[src/rtl/pc_sequencer.sv]
// rtl/pc_sequencer.sv - program counter sequencer with jump, call/return stack and relative branch
//
// Purpose:
//   Registered program counter that advances every cycle. It can also jump,
//   call (pushing a return address), return (popping one) or branch by a
//   sign-magnitude offset. The return-address stack holds RAS_DEPTH entries.
//   A call made while the stack is full drops the oldest entry. A return made
//   while the stack is empty increments the PC instead. Both cases pulse wRasError.
//
// Ports:
//   Clock         in   system clock, rising edge
//   Reset         in   synchronous active-high reset
//   wStall        in   hold all state, ignore control inputs
//   wJumpTaken    in   absolute jump to wJumpAddress
//   wCall         in   absolute jump to wJumpAddress, push wIP+1
//   wReturn       in   pop return stack into wIP
//   wBranchTaken  in   relative branch by wBranchOffset
//   wJumpAddress  in   [ADDR_W] jump/call target
//   wBranchOffset in   [OFF_W]  sign-magnitude offset, MSB set = backward
//   wIP           out  [ADDR_W] current program counter
//   wRasEmpty     out  stack holds no entries
//   wRasFull      out  stack holds RAS_DEPTH entries
//   wRasError     out  one-cycle pulse on overflow or underflow

module pc_sequencer #(
    parameter int                ADDR_W       = 10,
    parameter int                OFF_W        = 6,
    parameter int                RAS_DEPTH    = 4,
    parameter logic [ADDR_W-1:0] RESET_VECTOR = '0
) (
    input  logic              Clock,
    input  logic              Reset,
    input  logic              wStall,
    input  logic              wJumpTaken,
    input  logic              wCall,
    input  logic              wReturn,
    input  logic              wBranchTaken,
    input  logic [ADDR_W-1:0] wJumpAddress,
    input  logic [OFF_W-1:0]  wBranchOffset,
    output logic [ADDR_W-1:0] wIP,
    output logic              wRasEmpty,
    output logic              wRasFull,
    output logic              wRasError
);

    localparam int              CNT_W    = $clog2(RAS_DEPTH + 1);
    localparam logic [CNT_W-1:0] FULL_CNT = CNT_W'(RAS_DEPTH);

    // Entry 0 is the top of the stack. A push shifts toward the higher indices,
    // so when the stack is full the oldest entry falls off the far end.
    logic [ADDR_W-1:0] ras [RAS_DEPTH];
    logic [CNT_W-1:0]  ras_cnt;

    logic [ADDR_W-1:0] ip_inc;
    logic [ADDR_W-1:0] ip_next;
    logic [ADDR_W-1:0] br_mag;
    logic [CNT_W-1:0]  cnt_next;
    logic              do_push;
    logic              do_pop;
    logic              err_next;

    always_comb begin
        ip_inc   = wIP + 1'b1;
        br_mag   = ADDR_W'(wBranchOffset[OFF_W-2:0]);
        ip_next  = ip_inc;
        do_push  = 1'b0;
        do_pop   = 1'b0;
        err_next = 1'b0;
        if (wJumpTaken) begin
            ip_next = wJumpAddress;
        end else if (wCall) begin
            ip_next  = wJumpAddress;
            do_push  = 1'b1;
            err_next = (ras_cnt == FULL_CNT);
        end else if (wReturn) begin
            if (ras_cnt == '0) begin
                // Underflow: behave like a plain increment.
                err_next = 1'b1;
            end else begin
                ip_next = ras[0];
                do_pop  = 1'b1;
            end
        end else if (wBranchTaken) begin
            ip_next = wBranchOffset[OFF_W-1] ? (wIP - br_mag) : (wIP + br_mag);
        end
    end

    always_comb begin
        cnt_next = ras_cnt;
        if (do_push && (ras_cnt != FULL_CNT)) begin
            cnt_next = ras_cnt + 1'b1;
        end else if (do_pop) begin
            cnt_next = ras_cnt - 1'b1;
        end
    end

    always_ff @(posedge Clock) begin
        if (Reset) begin
            wIP       <= RESET_VECTOR;
            ras_cnt   <= '0;
            wRasEmpty <= 1'b1;
            wRasFull  <= 1'b0;
            wRasError <= 1'b0;
            for (int i = 0; i < RAS_DEPTH; i++) begin
                ras[i] <= '0;
            end
        end else if (wStall) begin
            wRasError <= 1'b0;
        end else begin
            wIP       <= ip_next;
            ras_cnt   <= cnt_next;
            wRasEmpty <= (cnt_next == '0);
            wRasFull  <= (cnt_next == FULL_CNT);
            wRasError <= err_next;
            if (do_push) begin
                ras[0] <= ip_inc;
                for (int i = 1; i < RAS_DEPTH; i++) begin
                    ras[i] <= ras[i-1];
                end
            end else if (do_pop) begin
                for (int i = 0; i < RAS_DEPTH - 1; i++) begin
                    ras[i] <= ras[i+1];
                end
            end
        end
    end

endmodule

[config.mk]
export PLATFORM = sky130hd
export DESIGN_NAME = pc_sequencer
export DESIGN_NICKNAME = d
export VERILOG_FILES = /design/src/rtl/pc_sequencer.sv
export SDC_FILE = /design/constraint.sdc
export NUM_CORES = 1
export LEC_CHECK = 0
export BUFFER_PORTS_ARGS = -buffer_cell sky130_fd_sc_hd__buf_2
export CORE_UTILIZATION = 55
export CTS_BUF_LIST = sky130_fd_sc_hd__clkbuf_2 sky130_fd_sc_hd__clkbuf_4 sky130_fd_sc_hd__clkbuf_8
export DETAILED_ROUTE_END_ITERATION = 12
export PLACE_DENSITY = 0.75
export RECOVER_POWER = 50
export SKIP_CTS_REPAIR_TIMING = 1
export SYNTH_ARGS = -nofsm -noshare
export SYNTH_HDL_FRONTEND = slang
export SYNTH_SLANG_ARGS = --single-unit
[constraint.sdc]
create_clock -name Clock -period 4.41 [get_ports Clock]
set_input_delay 0.882 -clock Clock [delete_from_list [all_inputs] [get_ports Clock]]
set_output_delay 0.882 -clock Clock [all_outputs]
set_load 0.005 [all_outputs]
==> results.ini <==
[run_status]
outcome=complete, no violations

[pwr]
vdd_drop_max_mv=0.172
powerDensity_nw_per_um2=310
p_leak_nw=1.42

[floorplan]
initial_utilization_pct=57.6
coreArea_um2=5990
die_height_um=81.2
dieWidth_um=81.2
num_rows=28
io_pins=36
die_area_um2=6600

[sta]
worst_pin_slew_ns=1.20
rsz0062_at_grt=no
post-route-min-period_ns=3.22
setup_viol=0
tns_ns=0
timing.fmax_mhz=311
min_period_over_period_pct=73.0
holdWs_ns=0.482
clock_skew_ns=0.00874
hold_violations=0
relSlewSlack_pct=19.8
finalMaxSlewViolations=0

[finish]
n_antenna_cell=0
area_growth_pct=7.65
drive_gt1_share_pct=13.2
multiInputGateArea_um2=1760
seq_area_um2=1520
final_nets=416
n_fill_cell=503

[setup_path]
crit_family=compound AO/OA/AOI/OAI gates
crit_path_end_kind=flip-flop
critPathRequiredTime_ns=4.62
cp.buffers_inverters=2
path_cells=buf_2, inv_1, ha_1, nor3b_1, ha_1, mux2i_1, ha_1, a21oi_1, o21ai_1, o21ai_1, mux2_2, o22ai_1, o21ai_1
crit_fanout=7
criticalPathCategory=input pin to flip-flop
rr_startpoint=wIP[0]
critPathArrivalTime_ns=3.43
rrSetupSlack_ns=1.71
r2r-end=wIP[8]
critPathLaunchType=input pin
crit_slowest_cell=mux2_2
ff2ff_path_depth=9
critical-path-max-stage-delay_ns=0.37

[synthesis]
synth.top_cell.area_share_pct=34.8
synth_seq_area_share_pct=44.1
synth_compound_area_share_pct=22.6
ys_ff_latch=56
avgSynthCellArea_um2=9.73
netlist_top_cells_count=40 x edfxtp_1, 22 x nor2_1, 21 x a22o_1, 21 x o21ai_0, 20 x nand2_1
yosys.area_share.simple_pct=15.9
synth_fa_ha_area_share_pct=6.01
synthMuxAreaShare_pct=2.14
synth_top_family_by_area=compound AO/OA/AOI/OAI gates
synth-edff-count=40
synth_cell_types=58
syn-cell-area_um2=3450
syn_nets=394
synth-warning-count=0
async_flop_share_pct=0
synthTopCellsByArea=edfxtp_1 35%, dfxtp_1 9.3%, ha_1 5.4%
synth_top_area_cell=edfxtp_1
syn_inst=355
synth.most_common_cell=edfxtp_1
yosys_most_used_dff=edfxtp_1
synth_xor_area_share_pct=4.06

[route]
first_pass_iters=4
dr_total_vias=2791
drt_iter0_drc=139
routedWlPerCell_um=17.0
ant_nets=0
viasPerCell=6.16
drc=0
wirelength_um=7700

[grt]
grt_max_degree=32
met3_usage_pct=4.04
grt_pass1_wl_um=12600
globalRouteTotalUtil_pct=25.4
antenna_found_initial=0
use_met2_pct=40.3
grt_pass1_vias=2557
top_usage_layer=met2
grt.overflow.total=0
use_met1_pct=35.7

[clock_network]
clk_path_buf_depth=2
cts_sinks=56
clk_pin_slew_ns=0.11
cts_tree=yes
cts-htree-levels=2
root_buffer=clkbuf_8
clk-insertion-delay-late_ns=0.32
numCtsBuffers=5

[min_path]
hold_start=wRasFull
hold_depth=2
hold_class=flip-flop to flip-flop
worstHoldEndpoint=wRasFull

[placement]
finalWeightedCongestion=0.874
port_buffers=35
place_hpwl_um=5720

[job]
maxCapViolations=0

==> cell type report <==
cell class | instances | area share, %
well taps | 75 | 2.52
clock inverters | 3 | 0.606
repair buffers | 38 | 4.88
clock buffers | 5 | 1.85
inverters | 19 | 1.92
multi-input cells | 257 | 47.3
flip-flops and latches | 56 | 40.9
==> layout by cell type, fill, tap and decap left out, drive strengths merged, types with 2 or more instances in the layout <==
cell     instances
a311oi           2
a22o            21
o21bai           2
dfxtp           16
inv             20
a21oi           19
ha              15
nor4bb           2
a31oi            5
a2111oi          3
o211ai           3
a21o             4
nor3            17
and2            10
clkbuf          14
nor4             3
a31o             3
and4             2
xnor2           10
nand4            3
nand3            6
clkinv           2
nand2           20
or2              3
a221oi           2
buf             29
nand2b           3
mux2             3
nor2b            3
edfxtp          40
mux2i            4
a211oi           8
or3              5
nand3b           3
xor2             6
o21ai           33
nor2            22
==> flip-flops by register name (all words and copies together) (netlist names) <==
register	flops
ras	40
wRasError	1
wRasFull	1
wIP	10
ras_cnt	3
wRasEmpty	1
==> cell families after synthesis <==
group           Yosys count
mux                       7
simple gates            104
buf+inv                  42
xor+xnor                 16
flops                    56
fa+ha+maj                16
compound gates          114
==> worst max-delay path by stage <==
stage	to	start	cells past startpoint	slack, ns
2_1_floorplan	wIP[9]	wBranchOffset[0]	12	1.29
3_3_place_gp	wIP[9]	wBranchOffset[0]	13	0.99
3_5_place_dp	wIP[9]	wBranchOffset[0]	13	0.86
4_1_cts	wIP[9]	wBranchOffset[0]	13	1.21
5_1_grt	wIP[9]	wBranchOffset[0]	13	0.97
6_report	wIP[9]	wBranchOffset[0]	13	1.19
==> per-stage QoR <==
stage	cells	worst slack (ns)	utilization [%]	total power (W)	instance area [µm²]
floorplan	355	1.29	-	0.000802	3450
global placement	445	0.988	60.8	0.000863	3640
detailed placement	445	0.859	60.8	0.000871	3640
CTS	453	1.21	62.3	0.00115	3730
global route	453	0.971	62.1	0.00120	3720
finish	453	1.19	62.1	0.00115	3720
==> power by group <==
group | total [W] | internal [W] | switching [W]
combinational | 0.000231 | 0.0000946 | 0.000137
sequential | 0.000630 | 0.000597 | 0.0000337
clock | 0.000292 | 0.000114 | 0.000178
total | 0.00115 | 0.000806 | 0.000348
==> worst register-to-register path, stage by stage, from the launching register on <==
cell       delay, ns
dfxtp_1         0.55
inv_1           0.15
ha_1            0.23
fa_1            0.40
nor2b_1         0.21
o211ai_1        0.14
a2111oi_0       0.48
o21ai_0         0.14
a31oi_1         0.18
o32ai_1         0.10
==> metal layers <==
metal / vias up / share of wire (%) / wire length [µm]
met1: 1322 / 48 / 3730
met2: 89 / 45 / 3490
met3: 10 / 4.6 / 357
li1: 1370 / - / -
met5: - / 0 / 0
met4: 0 / 1.5 / 116
(Power assumes the default switching activity.)
